## src/rtl/muldiv_unit.sv

```systemverilog
// muldiv_unit: iterative shift-add multiplier / restoring divider that owns HI/LO.
// Define MULDIV_DIV_EN to build the divider; without it DIV/DIVU are accepted as no-ops.
module muldiv_unit #(
   parameter int WIDTH = 32
) (
   input  logic             clk,
   input  logic             reset,
   input  logic             start,
   input  logic [2:0]       op,
   input  logic [WIDTH-1:0] a,
   input  logic [WIDTH-1:0] b,
   input  logic             rd_hilo,
   output logic             busy,
   output logic             stall,
   output logic [WIDTH-1:0] hi,
   output logic [WIDTH-1:0] lo
);
   localparam int CW = $clog2(WIDTH);
   localparam logic [CW-1:0] LAST_ITER = CW'(WIDTH - 1);
   localparam logic [2:0] OP_MULT  = 3'b000;
   localparam logic [2:0] OP_MULTU = 3'b001;
   localparam logic [2:0] OP_DIV   = 3'b010;
   localparam logic [2:0] OP_DIVU  = 3'b011;
   localparam logic [2:0] OP_MTHI  = 3'b100;
   localparam logic [2:0] OP_MTLO  = 3'b101;

   typedef enum logic [1:0] {
      IDLE = 2'd0,
      MUL  = 2'd1,
`ifdef MULDIV_DIV_EN
      DIV  = 2'd2,
`endif
      FIX  = 2'd3
   } state_t;

   state_t             state_reg, state_next;
   logic [CW-1:0]      cnt_reg;
   logic [2*WIDTH-1:0] acc_reg;
   logic [WIDTH-1:0]   opnd_reg, hi_reg, lo_reg;
   logic               neg_q_reg;
   logic [WIDTH-1:0]   mag_a, mag_b, ua, ub, load_opnd, mul_addend, fix_hi, fix_lo;
   logic [2*WIDTH-1:0] load_acc, mul_step, prod_signed;
   logic [WIDTH:0]     mul_sum;
`ifdef MULDIV_DIV_EN
   logic               neg_r_reg, is_div_reg, div_ge;
   logic [WIDTH:0]     div_part;
   logic [WIDTH-1:0]   div_rem;
   logic [2*WIDTH-1:0] div_step;
`endif

   assign busy  = (state_reg != IDLE);
   assign stall = busy & (start | rd_hilo);
   assign hi    = hi_reg;
   assign lo    = lo_reg;

   assign mag_a = a[WIDTH-1] ? -a : a;
   assign mag_b = b[WIDTH-1] ? -b : b;

   // Operands are latched as magnitudes for signed ops; sign is reapplied in FIX.
   always_comb begin
      ua        = op[0] ? a : mag_a;
      ub        = op[0] ? b : mag_b;
      load_acc  = {{WIDTH{1'b0}}, ub};
      load_opnd = ua;
`ifdef MULDIV_DIV_EN
      if (op[1]) begin
         load_acc  = {{WIDTH{1'b0}}, ua};
         load_opnd = ub;
      end
`endif
   end

   assign mul_addend  = acc_reg[0] ? opnd_reg : '0;
   assign mul_sum     = {1'b0, acc_reg[2*WIDTH-1:WIDTH]} + {1'b0, mul_addend};
   assign mul_step    = {mul_sum, acc_reg[WIDTH-1:1]};
   assign prod_signed = neg_q_reg ? ('0 - acc_reg) : acc_reg;

`ifdef MULDIV_DIV_EN
   // Restoring step; a zero divisor naturally yields all-ones quotient and remainder |a|.
   assign div_part = acc_reg[2*WIDTH-1:WIDTH-1];
   assign div_ge   = (div_part >= {1'b0, opnd_reg});
   assign div_rem  = div_part[WIDTH-1:0] - opnd_reg;
   assign div_step = div_ge ? {div_rem, acc_reg[WIDTH-2:0], 1'b1}
                            : {div_part[WIDTH-1:0], acc_reg[WIDTH-2:0], 1'b0};
`endif

   always_comb begin
      {fix_hi, fix_lo} = prod_signed;
`ifdef MULDIV_DIV_EN
      if (is_div_reg) begin
         fix_lo = neg_q_reg ? -acc_reg[WIDTH-1:0] : acc_reg[WIDTH-1:0];
         fix_hi = neg_r_reg ? -acc_reg[2*WIDTH-1:WIDTH] : acc_reg[2*WIDTH-1:WIDTH];
      end
`endif
   end

   always_ff @(posedge clk) begin
      if (reset) state_reg <= IDLE;
      else       state_reg <= state_next;
   end

   always_comb begin
      state_next = state_reg;
      case (state_reg)
         IDLE: begin
            if (start) begin
               if (op == OP_MULT || op == OP_MULTU) state_next = MUL;
`ifdef MULDIV_DIV_EN
               else if (op == OP_DIV || op == OP_DIVU) state_next = DIV;
`endif
            end
         end
         MUL:     if (cnt_reg == LAST_ITER) state_next = FIX;
`ifdef MULDIV_DIV_EN
         DIV:     if (cnt_reg == LAST_ITER) state_next = FIX;
`endif
         FIX:     state_next = IDLE;
         default: state_next = IDLE;
      endcase
   end

   always_ff @(posedge clk) begin
      if (reset) begin
         cnt_reg   <= '0;
         acc_reg   <= '0;
         opnd_reg  <= '0;
         neg_q_reg <= 1'b0;
         hi_reg    <= '0;
         lo_reg    <= '0;
`ifdef MULDIV_DIV_EN
         neg_r_reg  <= 1'b0;
         is_div_reg <= 1'b0;
`endif
      end else begin
         case (state_reg)
            IDLE: begin
               cnt_reg <= '0;
               if (start) begin
                  acc_reg   <= load_acc;
                  opnd_reg  <= load_opnd;
                  neg_q_reg <= ~op[0] & (a[WIDTH-1] ^ b[WIDTH-1]);
`ifdef MULDIV_DIV_EN
                  is_div_reg <= op[1];
                  neg_r_reg  <= ~op[0] & a[WIDTH-1];
`endif
                  if (op == OP_MTHI) hi_reg <= a;
                  if (op == OP_MTLO) lo_reg <= a;
               end
            end
            MUL: begin
               acc_reg <= mul_step;
               cnt_reg <= cnt_reg + CW'(1);
            end
`ifdef MULDIV_DIV_EN
            DIV: begin
               acc_reg <= div_step;
               cnt_reg <= cnt_reg + CW'(1);
            end
`endif
            FIX: begin
               hi_reg <= fix_hi;
               lo_reg <= fix_lo;
            end
            default: ;
         endcase
      end
   end
endmodule

```

## config.mk

```make
export PLATFORM = sky130hd
export DESIGN_NAME = muldiv_unit
export DESIGN_NICKNAME = d
export VERILOG_FILES = /design/src/rtl/muldiv_unit.sv
export SDC_FILE = /design/constraint.sdc
export NUM_CORES = 1
export LEC_CHECK = 0
export ABC_AREA = 1
export CAP_MARGIN = 20
export CORE_UTILIZATION = 50
export CTS_BUF_LIST = sky130_fd_sc_hd__clkbuf_2 sky130_fd_sc_hd__clkbuf_4 sky130_fd_sc_hd__clkbuf_8
export DETAILED_ROUTE_END_ITERATION = 16
export HOLD_SLACK_MARGIN = 0.02
export PLACE_DENSITY = 0.7
export SYNTH_ARGS = -nofsm -noshare
export SYNTH_HDL_FRONTEND = slang
export SYNTH_SLANG_ARGS = --single-unit
```

## constraint.sdc

```tcl
create_clock -name clk -period 3.2 [get_ports clk]
set_input_delay 0.48 -clock clk [delete_from_list [all_inputs] [get_ports clk]]
set_output_delay 0.48 -clock clk [all_outputs]
set_load 0.01 [all_outputs]
```

# Word-level counts from Yosys, hierarchy flattened
# Index checks and enable logic that the tools add are counted.
# classes
bitwise_logic	5
eq_ne	11
reduce_logical	11
n_addsub	5
mux	19
# op_table
cell	n
two-way mux 32 bit	9
two-way mux 64 bit	2
one-hot mux 32 bit (2 select lines)	2
one-hot mux 64 bit (2 select lines)	1
negator 32 bit	2
subtractor 1 x 64 -> 64 bit, first input constant	1
adder 32 x 32 -> 33 bit	1
inequality test 2 bit, second input constant	5
one-hot mux 5 bit (2 select lines)	1
AND reduction 3 bit	3
== test 3 bit, second input constant	2
two-way mux 2 bit	3
nonzero test 2 bit	3
adder 5 x 1 -> 5 bit, second input constant	1
== test 5 bit, second input constant	1
one-hot mux 2 bit (2 select lines)	1
AND reduction 2 bit	2
== test 3 x 1 -> 1 bit, second input constant	1
zero test 3 bit	1
AND 1 bit	2
== test 2 x 1 -> 1 bit, second input constant	1
== test 2 bit, second input constant	1
zero test 2 bit	1
logical OR 1 bit	1
3 further kinds	3
# totals
input_bits	71
regBits	168
elab_cells	58
out_inout_bits	66

# Logic depth before layout (Yosys ltp)
# logic_depth
ltp_word	5
ltp_mapped	18
ltp_nobuf	16

# Least setup slack after synthesis
# Ideal clock, no wire load.
# synth_path
kind	register -> register
start	register acc_reg[0]
end	register acc_reg[47]
t_arrival_ps	2201
n_path_buf	2
stages_incl_launch_ff	18
setup_ps	132
required_ps	3068
setup_slack_ps	867
synth_period_minus_slack_ps	2333
cell_sequence	dfxtp_1 -> buf_2 -> clkbuf_1 -> nand2_1 -> inv_1 -> ha_1 -> inv_1 -> fa_1 -> inv_1 -> nand3_1 -> nand3_1 -> nand2_1 -> nand2_1 -> inv_1 -> o21ai_0 -> nand2_1 -> nand3_1 -> a21oi_1
# synth_between
elab_chain_len	3
# synth_lines
item	line	source
start, declared	38	logic [2*WIDTH-1:0] acc_reg;
start signal, assigned	139	acc_reg <= load_acc;
start signal, assigned	151	acc_reg <= mul_step;
two-way mux 32 bit	73	assign mul_addend = acc_reg[0] ? opnd_reg : '0;
adder 32 x 32 -> 33 bit	74	assign mul_sum = {1'b0, acc_reg[2*WIDTH-1:WIDTH]} + {1'b0, mul_addend};
one-hot mux 64 bit (2 select lines)	135	case (state_reg)
# Every way passes these cells.
# A chain may end at the register's enable or synchronous reset.

# Worst setup path after layout
# layout_path
start	register acc_reg[0]
end	register acc_reg[51]
# Same word-level chain as after synthesis.

==> results.py <==
metrics = {
    "logic_synthesis": {
        "synthesis.area_um2": 13300,
        "syn_area_per_cell_um2": 5.94,
        "synth.area.top_cells": "dfxtp_1 (25%), nand2_1 (18%), inv_1 (8.1%), nand3_1 (7.7%), nor2_1 (7.6%)",
        "yosysWarningCount": 0,
        "synth_nets": 2346,
        "synth_top_area_share": 0.253,
        "yosysTopAreaCell": "dfxtp_1",
        "ys_types": 53,
        "synth-seq-cells": 168,
        "ys_seq_area_frac": 0.253,
        "syn_inst": 2237,
    },
    "sta": {
        "max_slew_margin": 0.417,
        "fin_tns_setup_ns": 0,
        "grt_setup_unrepaired": "false",
        "finalCritPeriodShare": 0.804,
        "period_needed_ns": 2.57,
        "setup_violations": 0,
        "final-hold-violation-count": 0,
        "tightest_slew_ns": 0.871,
        "fmax_mhz": 389,
        "clock_skew_ns": 0.0294,
        "slew_viol_final": 0,
    },
    "final_layout": {
        "nFillCells": 2673,
        "layout_commonest_cell": "nand2_1",
        "mostFrequentLayoutCells": "nand2_1 (640), inv_1 (287), nor2_1 (270)",
        "largest_reg_flops": 64,
        "fin_cells": 2673,
        "syn_to_final_growth_pct": 14.5,
        "final_net_count": 2435,
        "n_antenna_cell": 0,
        "drive_gt1_frac": 0.0659,
    },
    "place": {
        "numPortBuffers": 136,
        "gp_congestion": 1.07,
        "dp.final_hpwl_um": 39900,
        "place_inst": 2642,
    },
    "grt": {
        "grt_pass1_vias": 13426,
        "grt.total_usage": 0.369,
        "grt_pass1_wl_um": 75400,
        "antenna_found_initial": 1,
        "grt_max_degree": 69,
        "overflow": 0,
    },
    "power_and_ir_drop": {
        "switching_share": 0.345,
        "internal-power_mw": 3.27,
        "pwr-share-seq": 0.457,
        "clkPwrFrac": 0.323,
        "power_density_nw_per_um2": 328,
        "switching_power_mw": 1.72,
        "ir_drop_mv": 0.299,
        "leakagePower_nw": 7.11,
        "pwr-share-comb": 0.221,
    },
    "clocking": {
        "numCtsBuffers": 17,
        "htree_num_levels": 4,
        "postCtsSetupBuffers": 0,
        "cts_resized": 0,
        "cts_root_buf": "clkbuf_8",
        "cts-hold-fix-buffers": 0,
        "clk_pin_slew_ns": 0.12,
        "cts_tree": "yes",
        "clock_sinks": 168,
        "clk_latency_ns": 0.50,
        "clockBufferDepth": 2,
    },
    "die": {
        "die_area_um2": 27200,
        "start_util": 0.510,
        "coreArea_um2": 26100,
        "fp.dieH_um": 165,
        "io_pins": 137,
        "die_w_um": 165,
        "placementRows": 59,
    },
    "route": {
        "wire_per_inst_um": 18.8,
        "drc": 0,
        "drt-vias-per-instance": 5.67,
        "first_iter_violations": 1827,
        "first_pass_iters": 6,
        "dr_total_vias": 15164,
        "drtAntennaViolNets": 0,
        "wirelength_um": 50300,
    },
    "setup_path": {
        "timing_worst_setup_path_type": "flop to flop",
        "cp.arrival_ns": 2.93,
        "cp-end-kind": "flop",
        "critPathRequiredTime_ns": 3.56,
        "cp_max_fo": 34,
        "worst_setup_path_start_kind": "flop",
    },
    "job": {
        "cap_viol_max_count": 0,
    },
    "hold_path": {
        "min-delay-path-class": "primary input to flop",
    },
    "outcome": {
        "status": "finished clean",
    },
}
power groups by stage:
| stage | logic (mW) | clock network [mW] | registers, mW |
|---|---|---|---|
| 6_report | 1.10 | 1.61 | 2.28 |
| 5_1_grt | 1.20 | 1.69 | 2.29 |
| 4_1_cts | 1.08 | 1.61 | 2.28 |
| 3_5_place_dp | 1.08 | 0 | 2.32 |
| 3_3_place_gp | 1.07 | 0 | 2.32 |
| 2_1_floorplan | 0.704 | 0 | 2.29 |
worst max-delay path, cell delays in order (launching register included):
cell and delay [ns]:
dfxtp_1 0.34, buf_4 0.33, nand2_1 0.10, inv_1 0.13
ha_1 0.24, nand2_1 0.11, inv_1 0.10, nand2_1 0.08
nor3_1 0.44, nand3_1 0.22, nand3_1 0.14, nand2_1 0.05
nand3_1 0.08, a21oi_1 0.07
logic make-up (layout without fill, tap and decap cells):
kind of cell	count (synthesis)	after routing	synth area share
buffers and inverters	386	487	0.117
adders and majority gates	38	38	0.0363
xor gates and xnor gates	20	20	0.0132
DFF	168	168	0.253
and+or+nand+nor	1240	1240	0.400
AOI/OAI and AO/OA	385	385	0.180
cell usage after synthesis (all sizes together):
cell	n
nand2	652
inv	298
nor2	286
nand3	208
a21oi	178
dfxtp	168
o21ai	88
buf	52
a22oi	45
ha	37
a31oi	35
clkbuf	33
nand4	32
nor3	21
nand3b	20
xor2	20
or2	14
o21bai	12
o211ai	8
a21o	7
nor4	4
clkinv	3
o221ai	3
a22o	2
and3	2
o21a	2
o31ai	2
a211oi	1
a31o	1
fa	1
nor3b	1
o41ai	1
routing by layer:
| metal | share of wire | track usage |
|---|---|---|
| met1 | 0.43 | 0.490 |
| met2 | 0.43 | 0.559 |
| met4 | 0.045 | 0.168 |
| met5 | 0.00026 | 0 |
| met3 | 0.093 | 0.0894 |
per-stage QoR:
| step | util | worst slack, ns | cell area, µm² | total power [mW] | hold slack (ns) |
|---|---|---|---|---|---|
| global placement | 0.569 | 0.640 | 14800 | 3.39 | 0.448 |
| global route | 0.584 | 0.393 | 15200 | 5.18 | 0.279 |
| floorplan | - | 0.867 | 13300 | 2.99 | 0.441 |
| finish | 0.584 | 0.626 | 15200 | 5.00 | 0.274 |
| CTS | 0.584 | 0.669 | 15200 | 4.97 | 0.274 |
| detailed placement | 0.569 | 0.631 | 14800 | 3.40 | 0.475 |
worst paths after layout:
| kind | from | slack [ns] | endpoint | depth (start not counted) |
|---|---|---|---|---|
| setup / recovery | acc_reg[0] | 0.63 | acc_reg[51] | 13 |
| setup reg to reg | acc_reg[0] | 0.63 | acc_reg[51] | 13 |
| hold / removal | reset | 0.27 | cnt_reg[1] | 2 |
| hold reg to reg | opnd_reg[31] | 0.49 | opnd_reg[31] | 2 |
final cells by class:
cell class              instances  area [µm²]  share of cell area
clock buffers                  18         241              0.0159
clock inverters                13         146             0.00962
inverters                     301        1140              0.0748
multi-input cells            1683        8380               0.551
flip-flops and latches        168        3360               0.221
well taps                     335         419              0.0276
repair buffers                155        1530               0.100
Power figures use the tool's default switching activity.
